### src/rtl/flipper_axi_read_arbiter.sv
// flipper_axi_read_arbiter: round-robin share of AXI A read channels (AR/R)
// between NUM_REQ internal fetch masters, one outstanding burst at a time.
// Ports: clk, reset (sync, active-high); req_ar* / req_r* requester side,
// flattened per requester; *_a host AXI AR/R side; grant_id, busy status.
// Option: define FLIPPER_ARB_CP_PRIORITY_EN to give requester 0 (CP FIFO)
// absolute priority, the others rotating among themselves.
module flipper_axi_read_arbiter #(
   parameter int NUM_REQ = 3,
   parameter int ADDR_W  = 49,
   parameter int DATA_W  = 128
) (
   input  logic                      clk,
   input  logic                      reset,
   input  logic [NUM_REQ*ADDR_W-1:0] req_araddr,
   input  logic [NUM_REQ*8-1:0]      req_arlen,
   input  logic [NUM_REQ-1:0]        req_arvalid,
   output logic [NUM_REQ-1:0]        req_arready,
   output logic [DATA_W-1:0]         req_rdata,
   output logic [1:0]                req_rresp,
   output logic                      req_rlast,
   output logic [NUM_REQ-1:0]        req_rvalid,
   input  logic [NUM_REQ-1:0]        req_rready,
   output logic [ADDR_W-1:0]         araddr_a,
   output logic [7:0]                arlen_a,
   output logic [2:0]                arsize_a,
   output logic [1:0]                arburst_a,
   output logic                      arvalid_a,
   input  logic                      arready_a,
   input  logic [DATA_W-1:0]         rdata_a,
   input  logic [1:0]                rresp_a,
   input  logic                      rlast_a,
   input  logic                      rvalid_a,
   output logic                      rready_a,
   output logic [2:0]                grant_id,
   output logic                      busy
);

   typedef enum logic [1:0] {IDLE, ADDR, DATA} state_t;

   state_t            state, state_nx;
   logic [2:0]        last_grant;
   logic [2:0]        winner;
   logic              found;
   logic              cp_win;
   logic [ADDR_W-1:0] win_addr;
   logic [7:0]        win_len;

   assign arsize_a  = 3'b100;
   assign arburst_a = 2'b01;
   assign req_rdata = rdata_a;
   assign req_rresp = rresp_a;
   assign req_rlast = rlast_a;
   assign busy      = (state != IDLE);

   // Scan starts one past the last winner and wraps, so a requester
   // that stays pending is reached within NUM_REQ grants.
   always_comb begin
      int idx;
      idx    = 0;
      found  = 1'b0;
      winner = 3'd0;
      cp_win = 1'b0;
`ifdef FLIPPER_ARB_CP_PRIORITY_EN
      if (req_arvalid[0]) begin
         found  = 1'b1;
         cp_win = 1'b1;
      end
`endif
      for (int k = 1; k <= NUM_REQ; k++) begin
         idx = (int'(last_grant) + k) % NUM_REQ;
         if (!found && req_arvalid[idx]) begin
            found  = 1'b1;
            winner = 3'(idx);
         end
      end
   end

   always_comb begin
      win_addr = '0;
      win_len  = '0;
      for (int i = 0; i < NUM_REQ; i++) begin
         if (winner == 3'(i)) begin
            win_addr = req_araddr[i*ADDR_W +: ADDR_W];
            win_len  = req_arlen[i*8 +: 8];
         end
      end
   end

   always_ff @(posedge clk) begin
      if (reset) state <= IDLE;
      else       state <= state_nx;
   end

   always_comb begin
      state_nx    = state;
      req_arready = '0;
      req_rvalid  = '0;
      rready_a    = 1'b0;
      unique case (state)
         IDLE: begin
            if (found) begin
               state_nx = ADDR;
               for (int i = 0; i < NUM_REQ; i++)
                  req_arready[i] = (winner == 3'(i));
            end
         end
         ADDR: begin
            if (arready_a) state_nx = DATA;
         end
         DATA: begin
            for (int i = 0; i < NUM_REQ; i++) begin
               if (grant_id == 3'(i)) begin
                  req_rvalid[i] = rvalid_a;
                  rready_a      = req_rready[i];
               end
            end
            if (rvalid_a && rready_a && rlast_a) state_nx = IDLE;
         end
         default: state_nx = IDLE;
      endcase
   end

   always_ff @(posedge clk) begin
      if (reset) begin
         arvalid_a  <= 1'b0;
         araddr_a   <= '0;
         arlen_a    <= '0;
         grant_id   <= '0;
         last_grant <= 3'(NUM_REQ - 1);
      end else if (state == IDLE && found) begin
         arvalid_a <= 1'b1;
         araddr_a  <= win_addr;
         arlen_a   <= win_len;
         grant_id  <= winner;
         // A priority win by the CP must not disturb the others' rotation.
         if (!cp_win) last_grant <= winner;
      end else if (state == ADDR && arready_a) begin
         arvalid_a <= 1'b0;
      end
   end

endmodule

### config.mk
export PLATFORM = sky130hd
export DESIGN_NAME = flipper_axi_read_arbiter
export DESIGN_NICKNAME = d
export VERILOG_FILES = /design/src/rtl/flipper_axi_read_arbiter.sv
export SDC_FILE = /design/constraint.sdc
export NUM_CORES = 1
export LEC_CHECK = 0
export BUFFER_PORTS_ARGS = -buffer_cell sky130_fd_sc_hd__buf_2
export CAP_MARGIN = 20
export CELL_PAD_IN_SITES_DETAIL_PLACEMENT = 1
export CELL_PAD_IN_SITES_GLOBAL_PLACEMENT = 1
export CORE_AREA = 5 5 200 202
export CTS_CLUSTER_DIAMETER = 50
export DETAILED_ROUTE_END_ITERATION = 12
export DIE_AREA = 0 0 205 207
export PLACE_DENSITY = 0.56
export SYNTH_ARGS = -nofsm -noshare
export SYNTH_HDL_FRONTEND = slang
export SYNTH_SLANG_ARGS = --single-unit
### constraint.sdc
create_clock -name clk -period 8.2 [get_ports clk]
set_clock_uncertainty 0.2 [all_clocks]
set_input_delay 0.41 -clock clk [delete_from_list [all_inputs] [get_ports clk]]
set_output_delay 0.41 -clock clk [all_outputs]
set_load 0.01 [all_outputs]
==> summary.md, run 1 <==
| Metric | Value |
|---|---|
| Status | completed |
| Crit. Startpoint | grant_id[0]$_SDFFE_PP0P_ |
| Top delay family on crit path | compound AO/OA/AOI/OAI gates |
| # fillers | ~4600 |
| DRT iter0 DRCs | 162 |
| Setup-failing EPs final | 0 |
| Synth-to-layout area growth | 17.0% |
| DRT Wirelength | between 20000 and 30000 um |
| Commonest cells after routing, fill and taps aside | 250 x buf_2, 71 x nor2_1, 65 x nand2_1 |
| Synth area leaders | dfxtp_1 21%, buf_4 17%, o41ai_2 15%, a211oi_1 7.4%, and3_1 5.9% |
| Flip-flop and latch area | between 1000 and 1500 um^2 |
| Design Power | around 0.0039 W |
| Final GP Congestion | between 0.7 and 0.8 |
| Post-route ant nets | 0 |
| Syn Inst Count | ~750 |
| Htree depth | 3 |
| Sw Share | 56.3% |
| Flop-to-flop setup slack | between 2 and 2.5 ns |
| CTS-repair resized insts | 0 |
| HP Start | arready_a |
| Largest net degree at the start of global routing | 58 |
| Initial core utilization | between 10% and 20% |
| CP most frequent cell | ha_1 |
| CTS tree | yes |
| Leakage power | 3.35 nW |
| Cell taking the most area after synthesis | dfxtp_1 |
| # IOs | approximately 520 |
| Grt total ovfl | 0 |
| Fmax | 0.159 GHz |
| Critical path's largest stage delay | between 0.5 and 0.6 ns |
| Hpwl dp | roughly 19000 um |
| Hold_buf cts | 0 |
| Worst-path fanout max | 34 |
| Element type at the critical path end | output pin |
| Slew HR | 38.2% |
| Die area | around 42000 um^2 |
| Chip Width | approximately 200 um |
| Comb power frac | 77.3% |
| Reg2reg start | grant_id[0]$_SDFFE_PP0P_ |
| Sequential element share of the synthesized area | between 20% and 30% |
| Via count | a little under 6000 |
| R2R depth | 18 |
| Worst-Skew Late Latency | about 0.34 ns |
| # rows | between 70 and 80 |
| First-pass GRT wire length | slightly below 40000 um |
| Crit Path Class | register to output pin |
| Root buffer cell | clkbuf_16 |
| Multi-input logic area | ~3600 um^2 |
| Hold WS | 0.100 ns |
| Crit-path slowest cell | or2_4 |
| Initial antenna violation count | 5 |
| P_int | 0.00170 W |
| Core area | around 38000 um^2 |
| Cell Chain, Critical Path | buf_4 > inv_1 > ha_1 > ha_1 > nand2b_1 > nor3b_1 > o21ai_0 > and2_1 > inv_2 > ha_1 > mux2i_1 > o22ai_1 > o21a_1 > a31o_2 > a2111oi_0 > a211o_1 > or2_4 > nor3b_1 > buf_2 |
| Most common cell after layout, fill and taps aside | buf_2 |
| WL/cell | between 15 and 20 um |
| Setup tns final | 0 ns |
| CP required | approximately 7.6 ns |
| Max-slew violations | 0 |
| Vias in the first global route | approximately 6500 |
| Fin nets | between 1000 and 1500 |
| Min-delay worst type | primary input to register |
| Synth cell types | 67 |
| Crit Reg-Reg Endpoint | araddr_a[43]$_SDFFE_PP0P_ |
| Flop pwr share | about an eighth |
| Clock buffer depth | 2 |
| WHS Path Cells | 2 |
| Post-Syn Area per Cell | 8.26 um^2 |
| I/O Buffers | ~250 |
| Residual DRC | 0 |
| Hold Crit Endpoint | state[0]$_SDFFE_PP0P_ |
| Clk pwr share | 10.5% |
| Clock transition at path regs | ~0.060 ns |
| Power Density | approximately 540 nW/um^2 |
| Slew @ Worst Pin | ~0.9 ns |
| Share of the synthesized area in the top cell type | 20.8% |
| Maxcap violations | 0 |
| Tcrit/Tclk final | 76.9% |
| Levels on crit path | 19 |
| Peak supply drop | ~0.33 mV |
| Number of synthesized flops with an enable pin | 0 |
| 1st-pass router iterations | 4 |
| Post-synth ARST share | 0% |
| Critical Path Start Type | register |
| Register bit total from synthesis | 64 |
| Share of layout cells above drive strength 1 | between 40% and 50% |
| P_sw | between 0.002 and 0.0025 W |
| Mapped Area | 6170 um^2 |
| Die height | 207 um |
| Bufs and invs on worst path | 4 |
| Post-CTS Setup Bufs | 0 |
| RSZ-0062 raised after global routing | no |
| Post-DR vias/cell | roughly 4.3 |
| Post-layout minimum cycle time | 6.30 ns |
| Critical path arrival | 5.69 ns |
| GR Util All Layers | a little under an eighth |
| CTS buffer count | 9 |
| Synth Flop Type | dfxtp_1 |
| Yosys warning count | 0 |
| # clock sinks | 64 |
| Final hold violations | 0 |
==> cell families after synthesis <==
group           share of synthesized area (%)
simple gates                             19.9
other cells                             0.122
xor+xnor                                0.812
flops                                    20.8
buf+inv                                  22.8
mux                                     0.812
fa+ha+maj                                3.85
compound gates                           31.0
==> sequential cells by signal, summed over array words and instances (netlist names) <==
register / count
araddr_a: 49
arvalid_a: 1
grant_id: 3
arlen_a: 8
last_grant: 1
state: 2
==> through the flow <==
| step | cell area [um^2] | util (%) | setup WS [ns] | instances |
|---|---|---|---|---|
| after floorplan | 6180 | - | 3.22 | 750 |
| after global placement | 6910 | 18.1 | 2.06 | 1335 |
| after detailed placement | 6910 | 18.1 | 2.01 | 1335 |
| after CTS | 7210 | 18.9 | 1.91 | 1351 |
| after global routing | 7210 | 18.9 | 1.48 | 1351 |
| final | 7210 | 18.9 | 1.90 | 1353 |
==> power groups by stage <==
stage               Combinational, W  Sequential (W)  Clock [W]
CTS                          0.00307        0.000475   0.000424
detailed placement           0.00306        0.000479          0
global route                 0.00331        0.000485   0.000434
floorplan                    0.00230        0.000497          0
finish                       0.00300        0.000474   0.000406
global placement             0.00302        0.000479          0
==> how the worst max path moves through the flow <==
| stage | end | slack, ns |
|---|---|---|
| 2_1_floorplan | req_arready[1] | 3.22 |
| 4_1_cts | req_arready[1] | 1.91 |
| 6_report | req_arready[1] | 1.90 |
| 5_1_grt | req_arready[0] | 1.48 |
| 3_3_place_gp | araddr_a[43]$_SDFFE_PP0P_ | 2.06 |
| 3_5_place_dp | araddr_a[43]$_SDFFE_PP0P_ | 2.01 |
==> synth_stat cells, types with 2 or more instances <==
library cell  count
nand2_1          66
nor2b_1           4
o22a_1            3
a31oi_1           4
a211o_1           2
or3_1             3
dfxtp_1          64
xnor2_1           2
nor4_1            5
o22ai_1           4
o41ai_2          57
and3_1           58
conb_1            2
o21ai_0          10
nor3b_1           2
o21a_1            3
nand2b_1          4
nand3_1          14
o31ai_1           2
a32oi_1           2
buf_6             7
nor2_1           71
ha_1             19
a21o_1            3
inv_1            17
clkbuf_1         31
buf_2            18
buf_4           138
or2_2             2
o2111ai_1         2
a22o_1            3
nor3_1            5
a211oi_1         61
mux2i_1           5
a21oi_1          12
a2111oi_0         4
and2_1            2
inv_2             4
o211ai_1          4
==> final cells by class <==
cell class / count / area share (%)
sequential: 64 / 17.8
timing repair buffer: 262 / 18.6
tap: 518 / 8.99
clock inverter: 3 / 0.555
inverter: 21 / 1.09
antenna: 2 / 0.0694
multi-input combinational: 470 / 49.3
clock buffer: 13 / 3.61
==> metal layers <==
layer  GRT usage [%]  wire, um  part of all wire (%)
met3            4.41      2070                   8.0
met5           0.691        85                  0.33
met2            20.4     12600                    49
met4            3.79       609                   2.4
met1            13.2     10400                    40
Note: power is estimated with default switching activity, not from simulation.
==> run 2: changes to the inputs <==
--- a/config.mk
+++ b/config.mk
@@ -9,11 +9,11 @@
 export CAP_MARGIN = 20
 export CELL_PAD_IN_SITES_DETAIL_PLACEMENT = 1
 export CELL_PAD_IN_SITES_GLOBAL_PLACEMENT = 1
-export CORE_AREA = 5 5 200 202
+export CORE_AREA = 5 5 196 198
 export CTS_CLUSTER_DIAMETER = 50
 export DETAILED_ROUTE_END_ITERATION = 12
-export DIE_AREA = 0 0 205 207
-export PLACE_DENSITY = 0.56
+export DIE_AREA = 0 0 201 203
+export PLACE_DENSITY = 0.57
 export SYNTH_ARGS = -nofsm -noshare
 export SYNTH_HDL_FRONTEND = slang
 export SYNTH_SLANG_ARGS = --single-unit
==> constraint.sdc (replaced) <==
create_clock -name clk -period 6.1 [get_ports clk]
set_clock_uncertainty 0.2 [all_clocks]
set_input_delay 0.305 -clock clk [delete_from_list [all_inputs] [get_ports clk]]
set_output_delay 0.305 -clock clk [all_outputs]
set_load 0.01 [all_outputs]
==> summary.md, run 2 (synthesized netlist as in run 1, its figures left out) <==
| Metric | Value |
|---|---|
| Power Density | 739 nW/um^2 (+38%) |
| RSZ-0062 raised after global routing | no |
| Post-DR vias/cell | 4.53 (+4.6%) |
| Worst-Skew Late Latency | 0.34 ns (about the same) |
| Maxcap violations | 0 (unchanged) |
| Residual DRC | 0 (unchanged) |
| Placed cells | 1289 (-3.4%) |
| Hold Crit Endpoint | arlen_a[1]$_SDFFE_PP0P_ |
| WL/cell | 19.4 um (+1.8%) |
| R2R depth | 18 (unchanged) |
| Element type at the critical path end | output pin |
| Clock buffer depth | 2 (unchanged) |
| Peak supply drop | 0.324 mV (-1.4%) |
| Placed cell areas | 6900 um^2 (-0.11%) |
| WHS Path Cells | 3 (+1) |
| Number of diodes | 0 (-2) |
| Commonest cells after routing, fill and taps aside | 250 x buf_2, 70 x nor2_1, 65 x nand2_1 |
| Tcrit/Tclk final | about 93% |
| Die area | 40800 um^2 (-3.8%) |
| 1st-pass router iterations | 4 (unchanged) |
| Initial antenna violation count | 3 (-2) |
| # fillers | 4369 (-5.5%) |
| Flop-to-flop setup slack | 0.67 ns (-1.38 ns) |
| Clock transition at path regs | 0.06 ns (about the same) |
| Worst-path fanout max | 17 (-50%) |
| Share of layout cells above drive strength 1 | 43.6% (+0.58 points) |
| # IOs | 517 (unchanged) |
| CTS tree | yes |
| Slew @ Worst Pin | 0.752 ns (-0.173 ns) |
| Multi-input logic area | 3560 um^2 (about the same) |
| Chip Width | 201 um (-2.0%) |
| Cell area after layout | 7240 um^2 (+0.38%) |
| Regs by FF count | araddr_a (49), arlen_a (8), grant_id (3) |
| Most common cell after layout, fill and taps aside | buf_2 |
| Cell Chain, Critical Path | inv_1 > ha_1 > ha_1 > nand2b_1 > nor3b_1 > o21ai_0 > and2_1 > inv_2 > ha_1 > mux2i_1 > o22ai_1 > o21a_1 > a31o_2 > a2111oi_0 > a211o_1 > or2_4 > nor3b_1 > buf_2 |
| Sw Share | 55.0% (-1.3 points) |
| Fmax | ~0.18 GHz |
| Bufs and invs on worst path | 3 (-1) |
| Max FFs per register | 49 (unchanged) |
| Largest register by flop count | araddr_a |
| Initial core utilization | 17.0% (+0.78 points) |
| CTS buffer count | 9 (unchanged) |
| Max-slew violations | 0 (unchanged) |
| Design Power | 0.00535 W (+38%) |
| Via count | 5917 (+1.0%) |
| Setup-failing EPs final | 0 (unchanged) |
| First-pass GRT wire length | 38600 um (-1.8%) |
| Htree depth | 3 (unchanged) |
| DRT Wirelength | 25300 um (-1.8%) |
| Crit Path Class | register to output pin |
| CP most frequent cell | ha_1 |
| Synth-to-layout area growth | 17.4% |
| Hpwl dp | 18700 um (-1.8%) |
| P_sw | 0.00294 W (+35%) |
| Final GP Congestion | 0.767 (-3.6%) |
| Flop pwr share | 12.0% (-0.2 points) |
| Setup tns final | 0 ns (unchanged) |
| GR Util All Layers | 11.9% (+0.14 points) |
| Comb power frac | 77.5% (+0.2 points) |
| Slew HR | 49.4% (+11 points) |
| Min-delay worst type | primary input to register |
| # rows | 70 (-2.8%) |
| Layout Cells excl Fill | 1306 (-3.5%) |
| Grt total ovfl | 0 (unchanged) |
| Util after Layout | 19.9% (+0.99 points) |
| Largest net degree at the start of global routing | 61 (+5.2%) |
| Fin nets | 1164 (+0.43%) |
| DRT iter0 DRCs | 191 (+18%) |
| Root buffer cell | clkbuf_16 |
| Vias in the first global route | 6534 (+0.092%) |
| Leakage power | 3.39 nW (+1.3%) |
| Die height | 203 um (-1.9%) |
| Final hold violations | 0 (unchanged) |
| Post-layout minimum cycle time | 5.70 ns |
| CP required | 5.59 ns (-2.00 ns) |
| P_int | 0.00241 W (+42%) |
| Crit Reg-Reg Endpoint | araddr_a[48]$_SDFFE_PP0P_ |
| I/O Buffers | 251 (unchanged) |
| Reg2reg start | grant_id[0]$_SDFFE_PP0P_ |
| Top delay family on crit path | compound AO/OA/AOI/OAI gates |
| HP Start | req_arlen[17] |
| # clock sinks | 64 (unchanged) |
| Critical Path Start Type | register |
| Status | completed |
| Critical path's largest stage delay | 0.57 ns (about the same) |
| Clk pwr share | 10.5% (about the same) |
| Flip-flop and latch area | 1280 um^2 (about the same) |
| Crit-path slowest cell | dfxtp_1 |
| Post-route ant nets | 0 (unchanged) |
| Critical path arrival | 5.20 ns (-0.49 ns) |
| Core area | 36300 um^2 (-4.6%) |
## run 2: cell types whose count changed in the layout (fill, tap and decap cells not counted), sizes merged
| cell | before | now |
|---|---|---|
| clkbuf | 13 | 14 |
| dlygate4sd3 | 0 | 1 |
| clkinv | 2 | 1 |
| diode | 2 | 0 |
| buf | 262 | 266 |
## run 2: power groups by stage
stage               Clock [W]  Sequential (W)  Combinational, W
floorplan                   0        0.000668           0.00309
global placement            0        0.000648           0.00414
detailed placement          0        0.000648           0.00420
global route         0.000603        0.000655           0.00456
finish               0.000563        0.000640           0.00415
CTS                  0.000591        0.000643           0.00420
## run 2: how the worst max path moves through the flow
stage,start,endpoint,slack (ns),depth (start not counted)
after floorplan,grant_id[2]$_SDFFE_PP0P_,req_arready[1],1.22,20
after global placement,grant_id[2]$_SDFFE_PP0P_,req_arready[1],0.34,18
after detailed placement,grant_id[2]$_SDFFE_PP0P_,req_arready[1],0.39,18
after CTS,grant_id[2]$_SDFFE_PP0P_,req_arready[1],0.02,18
after global routing,grant_id[0]$_SDFFE_PP0P_,req_arready[0],0.001,18
final,grant_id[0]$_SDFFE_PP0P_,req_arready[1],0.40,18
## run 2: layer usage
layer  GRT usage, %  share of wire [%]  routed length, um  vias up
li1               -                  -                  -     2746
met1           14.0                 42              10600     2858
met2           20.1                 48              12100      257
met3           4.55                8.0               2020       52
met4           3.83                2.0                510        4
met5              0               0.11                 27        -
## run 2: metrics by stage
step	hold slack, ns	worst slack (ns)
detailed placement	0.232	0.391
global placement	0.231	0.342
floorplan	0.222	1.22
finish	0.0816	0.398
global route	0.0735	0.00142
CTS	0.0602	0.0214
## run 2: tightest hold or removal path: stages
cell     delay [ns]
buf_2          0.08
nor2_1         0.04
o41ai_2        0.17
## run 2: what timing repair did
| item | in CTS | in global routing |
|---|---|---|
| setup buffers | 0 | 0 |
| hold endpoints to repair | 1 | 0 |
| hold buffers | 1 | 0 |
| gates resized for setup | 0 | 5 |
| endpoints found under the setup margin | 0 | 16 |
## run 2: cell type report
| cell class | instances | share of cell area [%] |
|---|---|---|
| multi-input combinational | 470 | 49.2 |
| clock buffer | 14 | 3.92 |
| tap | 468 | 8.09 |
| clock inverter | 2 | 0.484 |
| timing repair buffer | 267 | 19.5 |
| sequential | 64 | 17.7 |
| inverter | 21 | 1.09 |
==> run 3: changes to the inputs <==
--- a/config.mk
+++ b/config.mk
@@ -9,11 +9,10 @@
 export CAP_MARGIN = 20
 export CELL_PAD_IN_SITES_DETAIL_PLACEMENT = 1
 export CELL_PAD_IN_SITES_GLOBAL_PLACEMENT = 1
-export CORE_AREA = 5 5 196 198
-export CTS_CLUSTER_DIAMETER = 50
+export CORE_AREA = 5 5 198 200
 export DETAILED_ROUTE_END_ITERATION = 12
-export DIE_AREA = 0 0 201 203
-export PLACE_DENSITY = 0.57
+export DIE_AREA = 0 0 203 205
+export PLACE_DENSITY = 0.59
 export SYNTH_ARGS = -nofsm -noshare
 export SYNTH_HDL_FRONTEND = slang
 export SYNTH_SLANG_ARGS = --single-unit
==> constraint.sdc (replaced) <==
create_clock -name clk -period 5 [get_ports clk]
set_clock_uncertainty 0.2 [all_clocks]
set_input_delay 0.25 -clock clk [delete_from_list [all_inputs] [get_ports clk]]
set_output_delay 0.25 -clock clk [all_outputs]
set_load 0.01 [all_outputs]
==> summary.md, run 3 (synthesized netlist as in run 1, its figures left out) <==
| Metric | Value |
|---|---|
| Chip Width | 203 um (+1.0%) |
| Initial antenna violation count | 4 (+1) |
| I/O Buffers | 251 (unchanged) |
| Clock buffer depth | 2 (unchanged) |
| Via count | 6110 (+3.3%) |
| Placed cell areas | 7150 um^2 (+3.6%) |
| Die area | 41600 um^2 (+2.0%) |
| Comb power frac | 80.3% (+2.8 points) |
| Regs by FF count | araddr_a (49), arlen_a (8), grant_id (3) |
| Crit Reg-Reg Endpoint | araddr_a[13]$_SDFFE_PP0P_ |
| Fmax | 0.213 GHz |
| First-pass GRT wire length | 38900 um (+0.70%) |
| P_int | 0.00351 W (+46%) |
| Status | completed |
| RSZ-0062 raised after global routing | yes |
| Critical path arrival | 4.23 ns (-0.97 ns) |
| Power Density | 944 nW/um^2 (+28%) |
| # rows | 71 (+1.4%) |
| Grt total ovfl | 0 (unchanged) |
| # IOs | 517 (unchanged) |
| Multi-input logic area | 3660 um^2 (+2.7%) |
| Root buffer cell | clkbuf_16 |
| Share of layout cells above drive strength 1 | 47.6% (+4.0 points) |
| CTS buffer count | 9 (unchanged) |
| Crit Path Class | register to output pin |
| GR Util All Layers | 11.8% (-0.068 points) |
| Hold WS | 0.0288 ns (-0.0527 ns) |
| DRT iter0 DRCs | 183 (-4.2%) |
| CP endpoint | req_arready[1] |
| Worst-path fanout max | 6 (-11) |
| Largest register by flop count | araddr_a |
| Final GP Congestion | 0.785 (+2.4%) |
| Post-DR vias/cell | 4.52 (-0.18%) |
| Reg2reg start | grant_id[0]$_SDFFE_PP0P_ |
| Hpwl dp | 19300 um (+3.2%) |
| CP required | 4.55 ns (-1.04 ns) |
| Leakage power | 3.61 nW (+6.5%) |
| Initial core utilization | 16.6% (-0.40 points) |
| P_sw | 0.00376 W (+28%) |
| Cell area after layout | 7700 um^2 (+6.4%) |
| Fin nets | 1202 (+3.3%) |
| Setup-failing EPs final | 0 (unchanged) |
| Slew HR | 53.8% (+4.3 points) |
| Residual DRC | 0 (unchanged) |
| Vias in the first global route | 6668 (+2.1%) |
| Sw Share | 51.7% (-3.3 points) |
| Setup tns final | 0 ns (unchanged) |
| WL/cell | 19.1 um (-1.5%) |
| Min-delay worst type | primary input to register |
| Synth-to-layout area growth | 24.9% |
| Worst-Skew Late Latency | 0.34 ns (about the same) |
| Max-slew violations | 0 (unchanged) |
| Clock transition at path regs | 0.06 ns (about the same) |
| Post-route ant nets | 0 (unchanged) |
| Max FFs per register | 49 (unchanged) |
| Htree depth | 3 (unchanged) |
| Commonest cells after routing, fill and taps aside | 250 x buf_2, 70 x nor2_1, 65 x nand2_1 |
| # fillers | 4466 (+2.2%) |
| # clock sinks | 64 (unchanged) |
| Slew @ Worst Pin | 0.691 ns (-0.0613 ns) |
| Tcrit/Tclk final | 93.7% |
| Flop pwr share | 10.6% (-1.4 points) |
| CTS tree | yes |
| Peak supply drop | 0.410 mV (+27%) |
| 1st-pass router iterations | 4 (unchanged) |
| Final hold violations | 0 (unchanged) |
| Flip-flop and latch area | 1280 um^2 (about the same) |
| DRT Wirelength | 25800 um (+1.8%) |
| Most common cell after layout, fill and taps aside | buf_2 |
| Element type at the critical path end | output pin |
| Largest net degree at the start of global routing | 39 (-36%) |
| Critical Path Start Type | register |
| Util after Layout | 20.7% (+0.78 points) |
| Post-layout minimum cycle time | ~4.7 ns |
| Core area | 37200 um^2 (+2.4%) |
| Die height | 205 um (+0.99%) |
| Crit. Startpoint | grant_id[0]$_SDFFE_PP0P_ |
| Flop-to-flop setup slack | 0.40 ns (-0.27 ns) |
| Maxcap violations | 0 (unchanged) |
| Clk pwr share | 9.1% (-1.4 points) |
| R2R depth | 21 (+3) |
[run 3: changes by cell type in the layout (fill, tap and decap cells not counted), moves of 2 or more]
cell | previous run | this run
buf_12 | 2 | 8
ha_4 | 0 | 2
nor3b_2 | 0 | 2
buf_4 | 13 | 43
and2_1 | 2 | 0
nor3b_1 | 2 | 0
ha_1 | 19 | 16
clkbuf_8 | 4 | 2
[run 3: layout make-up]
class                      instances  area share, %
sequential                        64           16.7
antenna                            1         0.0325
multi-input combinational        470           47.5
timing repair buffer             305           23.2
clock inverter                     3          0.520
inverter                          21           1.02
tap                              474           7.70
clock buffer                      13           3.38
[run 3: worst max-delay path, stage by stage, from the launching register on]
cell and delay, ns:
dfxtp_1 0.34, ha_1 0.23, xnor2_2 0.15, buf_4 0.16, nor2_1 0.09, ha_2 0.22, nand2b_1 0.07, nor3b_2 0.16
or3_4 0.35, and2_4 0.19, inv_2 0.06, ha_1 0.26, mux2i_1 0.19, o22ai_1 0.11, o21a_1 0.15, a31o_4 0.23
a2111oi_1 0.37, a211o_1 0.19, or2_4 0.18, nor3b_2 0.05, buf_2 0.14
[run 3: power by group through the flow]
stage | sequential, W | combinational, W | clock, W
final | 0.000769 | 0.00584 | 0.000660
after global routing | 0.000785 | 0.00639 | 0.000714
after CTS | 0.000771 | 0.00566 | 0.000690
after detailed placement | 0.000776 | 0.00553 | 0
after global placement | 0.000773 | 0.00547 | 0
after floorplan | 0.000815 | 0.00376 | 0
[run 3: timing repair]
action	in CTS	in global routing
setup endpoints to repair	26	60
gates cloned	0	1
buffers inserted	8	6
pin swaps	7	9
hold endpoints to repair	2	0
hold buffers	2	0
gates resized for setup	5	18
[run 3: worst min-delay path by stage]
stage                     cells past startpoint                       from  slack (ns)                        end
after global routing                          3            req_araddr[144]        0.02  araddr_a[46]$_SDFFE_PP0P_
after floorplan                               1                  arready_a        0.17      state[0]$_SDFFE_PP0P_
after CTS                                     3            req_araddr[108]       0.004  araddr_a[10]$_SDFFE_PP0P_
after global placement                        2   araddr_a[2]$_SDFFE_PP0P_        0.23   araddr_a[2]$_SDFFE_PP0P_
after detailed placement                      2  araddr_a[26]$_SDFFE_PP0P_        0.24  araddr_a[26]$_SDFFE_PP0P_
final                                         3            req_araddr[142]        0.03  araddr_a[44]$_SDFFE_PP0P_
[run 3: metrics by stage]
step | worst slack [ns] | power [W] | std cells
6_report | 0.315 | 0.00727 | 1351
5_1_grt | -0.0153 | 0.00789 | 1351
4_1_cts | 0.00764 | 0.00713 | 1343
3_5_place_dp | -0.0425 | 0.00631 | 1317
3_3_place_gp | 0.100 | 0.00625 | 1317
2_1_floorplan | 0.176 | 0.00458 | 750
[run 3: routing by layer]
metal	vias to the layer above	track usage (%)	share of wire, %
li1	2831	-	-
met1	2941	13.3	39
met2	261	20.5	50
met3	71	4.38	8.4
met4	6	4.44	2.6
met5	-	0	0.16
